### config.mk
export PLATFORM = sky130hd
export DESIGN_NAME = fir_coeff_ctrl
export DESIGN_NICKNAME = d
export VERILOG_FILES = /design/src/rtl/fir_coeff_ctrl.sv
export SDC_FILE = /design/constraint.sdc
export NUM_CORES = 1
export LEC_CHECK = 0
export ABC_AREA = 1
export ABC_CLOCK_PERIOD_IN_PS = 2130
export BUFFER_PORTS_ARGS = -buffer_cell sky130_fd_sc_hd__buf_2
export CORE_UTILIZATION = 61
export CTS_BUF_LIST = sky130_fd_sc_hd__clkbuf_8 sky130_fd_sc_hd__clkbuf_16
export DETAILED_ROUTE_END_ITERATION = 6
export HOLD_SLACK_MARGIN = 0.08
export PLACE_DENSITY = 0.85
export SETUP_SLACK_MARGIN = 0.15
export SLEW_MARGIN = 25
export SYNTH_ARGS = -nofsm -noshare
export SYNTH_HDL_FRONTEND = slang
export SYNTH_SLANG_ARGS = --single-unit
### constraint.sdc
create_clock -name sys_clk -period 2.13 [get_ports sys_clk]
set_input_delay 0.213 -clock sys_clk [delete_from_list [all_inputs] [get_ports sys_clk]]
set_output_delay 0.213 -clock sys_clk [all_outputs]
set_load 0.05 [all_outputs]
### src/rtl/fir_coeff_ctrl.sv
// Coefficient bank and sequencing controller for the folded FIR datapath:
// strobe generation, shadow/active coefficient banks, strobe-aligned swap and flush tracking.
module fir_coeff_ctrl #(
    parameter int WIDTH    = 18,
    parameter int NUM_COEF = 8,
    parameter int AW       = 4,
    parameter int CLK_DIV  = 4,
    parameter int FLUSH    = 4
) (
    input  logic                      sys_clk,
    input  logic                      reset,
    input  logic                      coef_wr_valid,
    output logic                      coef_wr_ready,
    input  logic [AW-1:0]             coef_wr_addr,
    input  logic [WIDTH-1:0]          coef_wr_data,
    input  logic                      commit,
    output logic                      sys_clk2_en,
    output logic [NUM_COEF*WIDTH-1:0] coef_bus,
    output logic                      out_valid,
    output logic                      busy,
    output logic                      swap_done,
    output logic                      wr_err
);

    localparam int CW = $clog2(CLK_DIV);
    localparam int FW = (FLUSH > 1) ? $clog2(FLUSH) : 1;

    localparam logic [1:0] S_IDLE  = 2'd0;
    localparam logic [1:0] S_ARMED = 2'd1;
    localparam logic [1:0] S_FLUSH = 2'd2;

    logic [1:0]                           state;
    logic [CW-1:0]                        div_cnt;
    logic [FW-1:0]                        flush_cnt;
    logic [NUM_COEF-1:0][WIDTH-1:0]       shadow;
    logic [NUM_COEF-1:0][WIDTH-1:0]       active;
    logic                                 wr_acc;
    logic                                 addr_bad;

    assign coef_wr_ready = (state == S_IDLE);
    assign busy          = (state != S_IDLE);
    assign wr_acc        = coef_wr_valid && coef_wr_ready;
    assign addr_bad      = (coef_wr_addr >= AW'(NUM_COEF));
    assign coef_bus      = active;

    // Free-running divider; the strobe is registered off the wrap so it is glitch-free.
    always_ff @(posedge sys_clk or negedge reset) begin
        if (!reset) begin
            div_cnt     <= '0;
            sys_clk2_en <= 1'b0;
        end else if (div_cnt == CW'(CLK_DIV - 1)) begin
            div_cnt     <= '0;
            sys_clk2_en <= 1'b1;
        end else begin
            div_cnt     <= div_cnt + CW'(1);
            sys_clk2_en <= 1'b0;
        end
    end

    always_ff @(posedge sys_clk or negedge reset) begin
        if (!reset) begin
            shadow <= '0;
            wr_err <= 1'b0;
        end else begin
            wr_err <= wr_acc && addr_bad;
            for (int k = 0; k < NUM_COEF; k++) begin
                if (wr_acc && coef_wr_addr == AW'(k)) shadow[k] <= coef_wr_data;
            end
        end
    end

    // The swap is taken on the strobe's sampling edge, so the datapath sees the new
    // set from the following strobe onward; FLUSH strobes later y is clean again.
    always_ff @(posedge sys_clk or negedge reset) begin
        if (!reset) begin
            state     <= S_IDLE;
            flush_cnt <= '0;
            active    <= '0;
            out_valid <= 1'b0;
            swap_done <= 1'b0;
        end else begin
            swap_done <= 1'b0;
            case (state)
                S_IDLE: begin
                    if (commit) state <= S_ARMED;
                end
                S_ARMED: begin
                    if (sys_clk2_en) begin
                        active    <= shadow;
                        out_valid <= 1'b0;
                        swap_done <= 1'b1;
                        flush_cnt <= '0;
                        state     <= S_FLUSH;
                    end
                end
                S_FLUSH: begin
                    if (sys_clk2_en) begin
                        if (flush_cnt == FW'(FLUSH - 1)) begin
                            out_valid <= 1'b1;
                            state     <= S_IDLE;
                        end else begin
                            flush_cnt <= flush_cnt + FW'(1);
                        end
                    end
                end
                default: state <= S_IDLE;
            endcase
        end
    end

endmodule

==> results of run 1 <==
[kinds of logic (layout without fill, tap and decap cells)]
logic type / after synthesis / after routing / synth area share [%]
AOI/OAI and AO/OA: 2 / 2 / 0.1070
adders and majority gates: 3 / 3 / 0.3212
buffers and inverters: 91 / 283 / 4.335
DFF: 298 / 298 / 63.80
and+or+nand+nor: 918 / 918 / 31.44
[layer usage]
layer | GRT usage [%] | vias up | part of all wire (%)
met2 | 48.87 | 424 | 46
li1 | - | 4402 | -
met4 | 14.86 | 0 | 4.3
met3 | 6.359 | 85 | 8.2
met1 | 43.29 | 4589 | 41
met5 | 0 | - | 0
[cell usage in the layout, fill, tap and decap left out]
cell and instances:
sky130_fd_sc_hd__clkinv_2 6, sky130_fd_sc_hd__dfrtp_1 298, sky130_fd_sc_hd__o21ai_0 1, sky130_fd_sc_hd__nand3_1 132
sky130_fd_sc_hd__ha_1 3, sky130_fd_sc_hd__dlygate4sd3_1 18, sky130_fd_sc_hd__nand3_4 1, sky130_fd_sc_hd__bufinv_16 3
sky130_fd_sc_hd__nand2_4 2, sky130_fd_sc_hd__buf_12 6, sky130_fd_sc_hd__nor2_2 8, sky130_fd_sc_hd__clkbuf_16 29
sky130_fd_sc_hd__nand2_1 758, sky130_fd_sc_hd__inv_2 2, sky130_fd_sc_hd__inv_4 2, sky130_fd_sc_hd__buf_2 174
sky130_fd_sc_hd__inv_1 16, sky130_fd_sc_hd__nand2_2 8, sky130_fd_sc_hd__nor2_1 8, sky130_fd_sc_hd__buf_8 1
sky130_fd_sc_hd__buf_4 20, sky130_fd_sc_hd__clkinvlp_4 1, sky130_fd_sc_hd__nor2_4 1, sky130_fd_sc_hd__clkbuf_8 5
sky130_fd_sc_hd__o211ai_1 1
[stage by stage]
step	util, %	instance area, µm²	cells	total power [µW]
after floorplan	-	11690	1312	15210
after global placement	67.63	12690	1668	17150
after detailed placement	67.63	12690	1668	17370
after CTS	73.67	13830	1738	22540
after global routing	73.67	13830	1738	23540
final	73.67	13830	1738	22490
[state kept, by name, summed over array words and instances (netlist names)]
name	flops
flush_cnt	2
coef_bus	144
wr_err	1
div_cnt	2
shadow	144
out_valid	1
state	2
swap_done	1
sys_clk2_en	1
[power breakdown]
part           switching (µW)  total [µW]  internal (µW)
clock                    2070        5070           3000
combinational            6680        8520           1830
sequential               1230        8900           7670
total                    9990       22500          12500
[worst max-delay path: stages, from the launching register on]
cell	delay [ns]
sky130_fd_sc_hd__dfrtp_1	0.48
sky130_fd_sc_hd__nor2_4	0.17
sky130_fd_sc_hd__nand2_2	0.11
sky130_fd_sc_hd__inv_4	0.28
sky130_fd_sc_hd__buf_4	0.39
sky130_fd_sc_hd__nand3_1	0.14
sky130_fd_sc_hd__nand2_1	0.10
[final timing paths]
| check | start | cells after the start | endpoint | slack [ns] |
|---|---|---|---|---|
| max reg2reg | state[1] | 6 | shadow[23] | 0.37 |
| min | coef_wr_data[10] | 3 | shadow[10] | 0.09 |
| max in group asynchronous | reset | 3 | coef_bus[18] | 1.18 |
| min in group asynchronous | reset | 2 | shadow[140] | 0.24 |
| max | state[1] | 6 | shadow[23] | 0.37 |
| min reg2reg | div_cnt[0] | 1 | div_cnt[0] | 0.43 |
[layout make-up]
class                   instances  area share [%]
flip-flops and latches        298           53.94
clock inverters                18           1.140
well taps                     234           2.118
multi-input cells             923           27.03
clock buffers                  34           5.747
inverters                      12          0.3620
repair buffers                219           9.665
==> out/summary.json, run 1 <==
{
  "floorplan": {
    "boundaryPins": 176,
    "fp.coreArea_mm2": 0.01877,
    "floorplan.rows": 50,
    "die_area_mm2": 0.01972,
    "dieHeight_um": 140.4,
    "dieWidth_um": 140.4,
    "floorplan.initialDensity_pct": 62.28
  },
  "logic_synthesis": {
    "synthesis.area_mm2": 0.01169,
    "avgSynthCellArea_um2": 8.909,
    "proportion_of_synthesized_flip_flops_having_asynchronous_set_or_reset_pct": 100.0,
    "synth_warnings": 0,
    "ys_types": 20,
    "netlist_top_cells_area": "sky130_fd_sc_hd__dfrtp_1, sky130_fd_sc_hd__nand2_1, sky130_fd_sc_hd__nand3_1",
    "synth.ff_latch_count": 298,
    "synth.net_count": 1341,
    "netlist_top_cells_count": "sky130_fd_sc_hd__nand2_1, sky130_fd_sc_hd__dfrtp_1, sky130_fd_sc_hd__nand3_1",
    "synth_top_cell_by_area": "sky130_fd_sc_hd__dfrtp_1",
    "cell_with_the_most_instances_after_synthesis": "sky130_fd_sc_hd__nand2_1",
    "yosysTopAreaCellShare_pct": 63.80,
    "share_of_synthesized_area_occupied_by_flip_flops_and_latches_pct": 63.80,
    "synth-edff-count": 0,
    "syn-instance-count": 1312,
    "yosys_most_used_dff": "sky130_fd_sc_hd__dfrtp_1"
  },
  "final_layout": {
    "layout.area.seq_mm2": 0.007457,
    "antennaDiodeCount": 0,
    "syn2layout_area_growth_pct": 18.28,
    "post_route_cells_drive_above_1_share_pct": 17.89,
    "multiInputGateArea_mm2": 0.003737,
    "layout.filler_cells": 1332,
    "number_of_nets_in_the_final_layout": 1512
  },
  "global_route": {
    "grtUsageTotal_pct": 31.53,
    "grt_pass1_wl_um": 48100,
    "first_global_vias": 9227,
    "pin_count_of_the_biggest_net_entering_global_routing": 146,
    "grt_antenna_before_repair": 1,
    "grt_overflow_total": 0
  },
  "setup_path": {
    "worst_ep_arrival_time_ns": 2.22,
    "startpoint_type": "flop",
    "critical_path_rt_ns": 2.60,
    "worst-setup-path-type": "flop to flop",
    "path_max_fanout": 33,
    "critical_path.endpoint_type": "flop"
  },
  "clocking": {
    "cts.htree.levels": 1,
    "holdBufCountCts": 18,
    "cts_made_buffers": 29,
    "cts_tree": "yes",
    "post-cts-setup-buffers": 0,
    "cts.root.buffer_cell": "sky130_fd_sc_hd__clkbuf_16",
    "clock_sinks": 298,
    "clk-insertion-delay-late_ns": 0.54,
    "number_of_gates_given_a_new_drive_strength_after_cts": 0,
    "worst_setup_hold_path_clk_slew_ns": 0.06,
    "max-clock-path-buffers": 3
  },
  "sta": {
    "final.setup.worst_slack_ns": 0.3734,
    "tightest_slew_ns": 0.6520,
    "min_period_over_period_pct": 82.47,
    "setup_tns_ns": 0,
    "rsz0062_at_grt": "no",
    "max_freq_mhz": 569.3,
    "finalSetupViolations": 0,
    "post-route-min-period_ns": 1.757,
    "final_hold_viol_count": 0,
    "hold_ws_ns": 0.08891,
    "finalClockSkew_ns": 0.01394,
    "drv_slew": 0,
    "max_slew_headroom_pct": 56.54
  },
  "placed_design": {
    "detailedPlacementHpwl_um": 18200,
    "io_buffers": 175,
    "gp_congestion": 0.8092,
    "setup_ws_pre_cts_ns": 0.4616
  },
  "route": {
    "first_iter_violations": 901,
    "wl_per_cell_um": 17.20,
    "drt-vias-per-instance": 5.466,
    "num_vias": 9500,
    "wirelength_um": 29890,
    "detail_route.first_pass.iterations": 6,
    "ant_nets": 0,
    "remaining_drc_errors": 0
  },
  "pwr": {
    "power_density_mw_per_mm2": 1626,
    "power.ir.vdd_worst_mv": 1.646,
    "static-leakage-power_uw": 0.008202
  },
  "outcome": {
    "status": "completed"
  },
  "hold_path": {
    "path_class_of_the_lowest_slack_min_delay_path": "input port to flop"
  },
  "job": {
    "maxCapViolCount": 0
  }
}
No activity file was read; power rests on OpenSTA's default activity.
==> inputs of run 2 (changes only) <==
- ABC_CLOCK_PERIOD_IN_PS: 2130 -> 1700
- CORE_UTILIZATION: 61 -> 57
- PLACE_DENSITY: 0.85 -> 0.8
- clock period: 2.13 -> 1.7 ns (I/O delays scaled with it)
==> run 2 against run 1 <==
Compared with the run above: routed wire length is 1.3% higher; sequential share of layout area shrank 1.1 points; register-to-register slack worse by 0.18 ns; clock skew decreased by 0.0067 ns; non-clock buffer count is 16 higher; total power increased by 25%; hold slack better by 0.028 ns; combinational power up 28%; worst setup slack got worse by 0.22 ns; global-route usage decreased by 2.0 points; clock power up 21%; largest power group unchanged; highest routed layer unchanged.
==> out/summary.json, run 2 (synthesis results as in run 1) <==
{
  "route": {
    "ant_nets": {"value": 0, "change": "unchanged"},
    "remaining_drc_errors": {"value": 0, "change": "unchanged"},
    "num_vias": {"value": 9517, "change": "+0.18%"},
    "first_iter_violations": {"value": 758, "change": "-16%"},
    "wl_per_cell": {"value": 16.86, "unit": "µm", "change": "-1.9%"},
    "detail_route.first_pass.iterations": {"value": 5, "change": "-1"},
    "wirelength": {"value": 30270, "unit": "µm", "change": "+1.3%"},
    "drt-vias-per-instance": {"value": 5.302, "change": "-3.0%"}
  },
  "sta": {
    "post-route-min-period_ns": 1.544,
    "drv_slew": {"value": 0, "change": "unchanged"},
    "finalClockSkew": {"value": 0.007250, "unit": "ns", "change": "-0.006690 ns"},
    "finalSetupViolations": {"value": 0, "change": "unchanged"},
    "tightest_slew": {"value": 0.5482, "unit": "ns", "change": "-0.1038 ns"},
    "final_hold_viol_count": {"value": 0, "change": "unchanged"},
    "rsz0062_at_grt": "yes",
    "max_freq_mhz": 647.6,
    "max_slew_headroom": {"value": 63.46, "unit": "%", "change": "+6.9 points"},
    "min_period_over_period_pct": 90.84,
    "setup_tns": {"value": 0, "unit": "ns", "change": "unchanged"}
  },
  "job": {
    "maxCapViolCount": {"value": 0, "change": "unchanged"}
  },
  "final_layout": {
    "syn2layout_area_growth_pct": 20.80,
    "most_common_cell_after_layout_fill_and_taps_aside": "sky130_fd_sc_hd__nand2_1",
    "post_route_cells_drive_above_1_share": {"value": 18.80, "unit": "%", "change": "+0.92 points"},
    "final_cell_mix": "sky130_fd_sc_hd__nand2_1, sky130_fd_sc_hd__dfrtp_1, sky130_fd_sc_hd__buf_2",
    "number_of_nets_in_the_final_layout": {"value": 1529, "change": "+1.1%"},
    "design_area": {"value": 0.01412, "unit": "mm²", "change": "+2.1%"},
    "fin_cells": {"value": 1795, "change": "+3.3%"}
  },
  "floorplan": {
    "floorplan.rows": {"value": 52, "change": "+4.0%"},
    "die_area": {"value": 0.02108, "unit": "mm²", "change": "+6.9%"},
    "fp.coreArea": {"value": 0.02017, "unit": "mm²", "change": "+7.5%"},
    "dieWidth": {"value": 145.2, "unit": "µm", "change": "+3.4%"},
    "dieHeight": {"value": 145.2, "unit": "µm", "change": "+3.4%"},
    "floorplan.initialDensity": {"value": 57.95, "unit": "%", "change": "-4.3 points"},
    "boundaryPins": {"value": 176, "change": "unchanged"}
  },
  "pwr": {
    "seq_power_share": {"value": 39.5, "unit": "%", "change": "about the same"},
    "combinational_group_share_of_total_power": {"value": 38.6, "unit": "%", "change": "+0.7 points"},
    "power.share.switching": {"value": 44.53, "unit": "%", "change": "+0.096 points"},
    "power_report.internal_total": {"value": 15640, "unit": "µW", "change": "+25%"},
    "static-leakage-power": {"value": 0.008314, "unit": "µW", "change": "+1.4%"},
    "power_density": {"value": 1998, "unit": "mW/mm²", "change": "+23%"},
    "net-switching-power": {"value": 12560, "unit": "µW", "change": "+26%"},
    "power.ir.vdd_worst": {"value": 1.537, "unit": "mV", "change": "-6.6%"},
    "clockPowerShare": {"value": 21.8, "unit": "%", "change": "-0.7 points"},
    "totalPowerFinal": {"value": 28210, "unit": "µW", "change": "+25%"}
  },
  "global_route": {
    "use_met1": {"value": 39.71, "unit": "%", "change": "-3.6 points"},
    "grt_antenna_before_repair": {"value": 4, "change": "+3"},
    "grt_util_met3": {"value": 5.346, "unit": "%", "change": "-1.0 points"},
    "met2_usage": {"value": 47.96, "unit": "%", "change": "-0.91 points"},
    "peak_usage_layer_in_the_global_routing_report": "met2",
    "grtUsageTotal": {"value": 29.57, "unit": "%", "change": "-2.0 points"},
    "grt_pass1_wl": {"value": 48900, "unit": "µm", "change": "+1.7%"},
    "first_global_vias": {"value": 9279, "change": "+0.56%"},
    "pin_count_of_the_biggest_net_entering_global_routing": {"value": 81, "change": "-45%"},
    "grt_overflow_total": {"value": 0, "change": "unchanged"}
  },
  "hold_path": {
    "path_class_of_the_lowest_slack_min_delay_path": "input port to flop",
    "worstHoldPathCells": {"value": 5, "change": "+2"},
    "startpoint_of_the_lowest_slack_hold_path": "coef_wr_addr[0]",
    "endpoint_of_the_worst_hold_timing_path": "shadow[35]"
  },
  "setup_path": {
    "worst-setup-path-type": "flop to primary output",
    "critical_path.reg2reg.endpoint": "wr_err",
    "critical_path.endpoint_type": "primary output",
    "worst_ep_arrival_time": {"value": 1.37, "unit": "ns", "change": "-0.85 ns"},
    "r2r.worst_path.cells": {"value": 4, "change": "-2"},
    "regToRegStartpoint": "state[1]",
    "critical_path_rt": {"value": 1.53, "unit": "ns", "change": "-1.07 ns"},
    "regToRegSetupSlack": {"value": 0.19, "unit": "ns", "change": "-0.18 ns"},
    "startpoint_type": "flop",
    "path_max_fanout": {"value": 6, "change": "-82%"}
  },
  "placed_design": {
    "placed_insts": {"value": 1712, "change": "+2.6%"},
    "detailedPlacementHpwl": {"value": 18980, "unit": "µm", "change": "+4.3%"},
    "gp_congestion": {"value": 0.8318, "change": "+2.8%"},
    "post_dp_cell_area": {"value": 0.01288, "unit": "mm²", "change": "+1.5%"},
    "io_buffers": {"value": 175, "change": "unchanged"}
  },
  "clocking": {
    "cts.htree.levels": {"value": 1, "change": "unchanged"},
    "max-clock-path-buffers": {"value": 3, "change": "unchanged"},
    "worst_setup_hold_path_clk_slew": {"value": 0.06, "unit": "ns", "change": "about the same"},
    "clock_sinks": {"value": 298, "change": "unchanged"},
    "cts.root.buffer_cell": "sky130_fd_sc_hd__clkbuf_16",
    "cts_made_buffers": {"value": 29, "change": "unchanged"},
    "clk-insertion-delay-late": {"value": 0.53, "unit": "ns", "change": "about the same"},
    "cts_tree": "yes"
  },
  "outcome": {
    "status": "completed"
  }
}
## run 2: timing repair
action                     in CTS  in global routing
pin swaps                       0                  1
gates resized for setup         7                  9
setup buffers                   0                  4
setup endpoints to repair     115                134
hold buffers                   22                  0
gates cloned                    0                  1
hold endpoints to repair      427                  0
## run 2: worst max-delay path by stage
stage | endpoint | start | slack [ns]
final | busy | state[0] | 0.16
after global routing | busy | state[0] | 0.11
after CTS | busy | state[1] | 0.11
after detailed placement | shadow[73] | state[0] | 0.14
after global placement | shadow[33] | state[0] | 0.21
after floorplan | shadow[133] | state[1] | 0.10
## run 2: per-stage QoR
| stage | hold slack, ns | util, % | setup slack, ns |
|---|---|---|---|
| floorplan | -0.1256 | - | 0.1029 |
| global placement | 0.1670 | 63.86 | 0.2083 |
| detailed placement | 0.1664 | 63.86 | 0.1447 |
| CTS | 0.1120 | 69.58 | 0.1145 |
| global route | 0.1708 | 69.98 | 0.1072 |
| finish | 0.1171 | 70.01 | 0.1557 |
## run 2: power by group through the flow
stage	clock, µW	combinational [µW]	sequential (µW)
3_3_place_gp	0	10400	11100
2_1_floorplan	0	2670	16400
6_report	6160	10900	11200
3_5_place_dp	0	10600	11200
4_1_cts	6230	10800	11100
5_1_grt	6540	11600	11400
## run 2: final cells by class
class                           count  area (µm²)
Sequential cell                   298        7460
Fill cell                        1540        6050
Multi-Input combinational cell    923        3775
Timing Repair Buffer              235        1551
Clock buffer                       33       780.7
Tap cell                          270       337.8
Clock inverter                     19       136.4
Inverter                           12       60.06
Antenna cell                        4       10.01
Timing Repair inverter              1       8.758
## run 2: critical path: stages (launching register included)
cell and delay, ns:
sky130_fd_sc_hd__dfrtp_2 0.46, sky130_fd_sc_hd__inv_2 0.11, sky130_fd_sc_hd__nand2_1 0.08, sky130_fd_sc_hd__buf_4 0.19
## run 2: metal layers
metal / vias up / routed length [µm]
li1: 4428 / -
met1: 4627 / 12370
met2: 382 / 14560
met3: 80 / 2204
met4: 0 / 1141
met5: - / 0
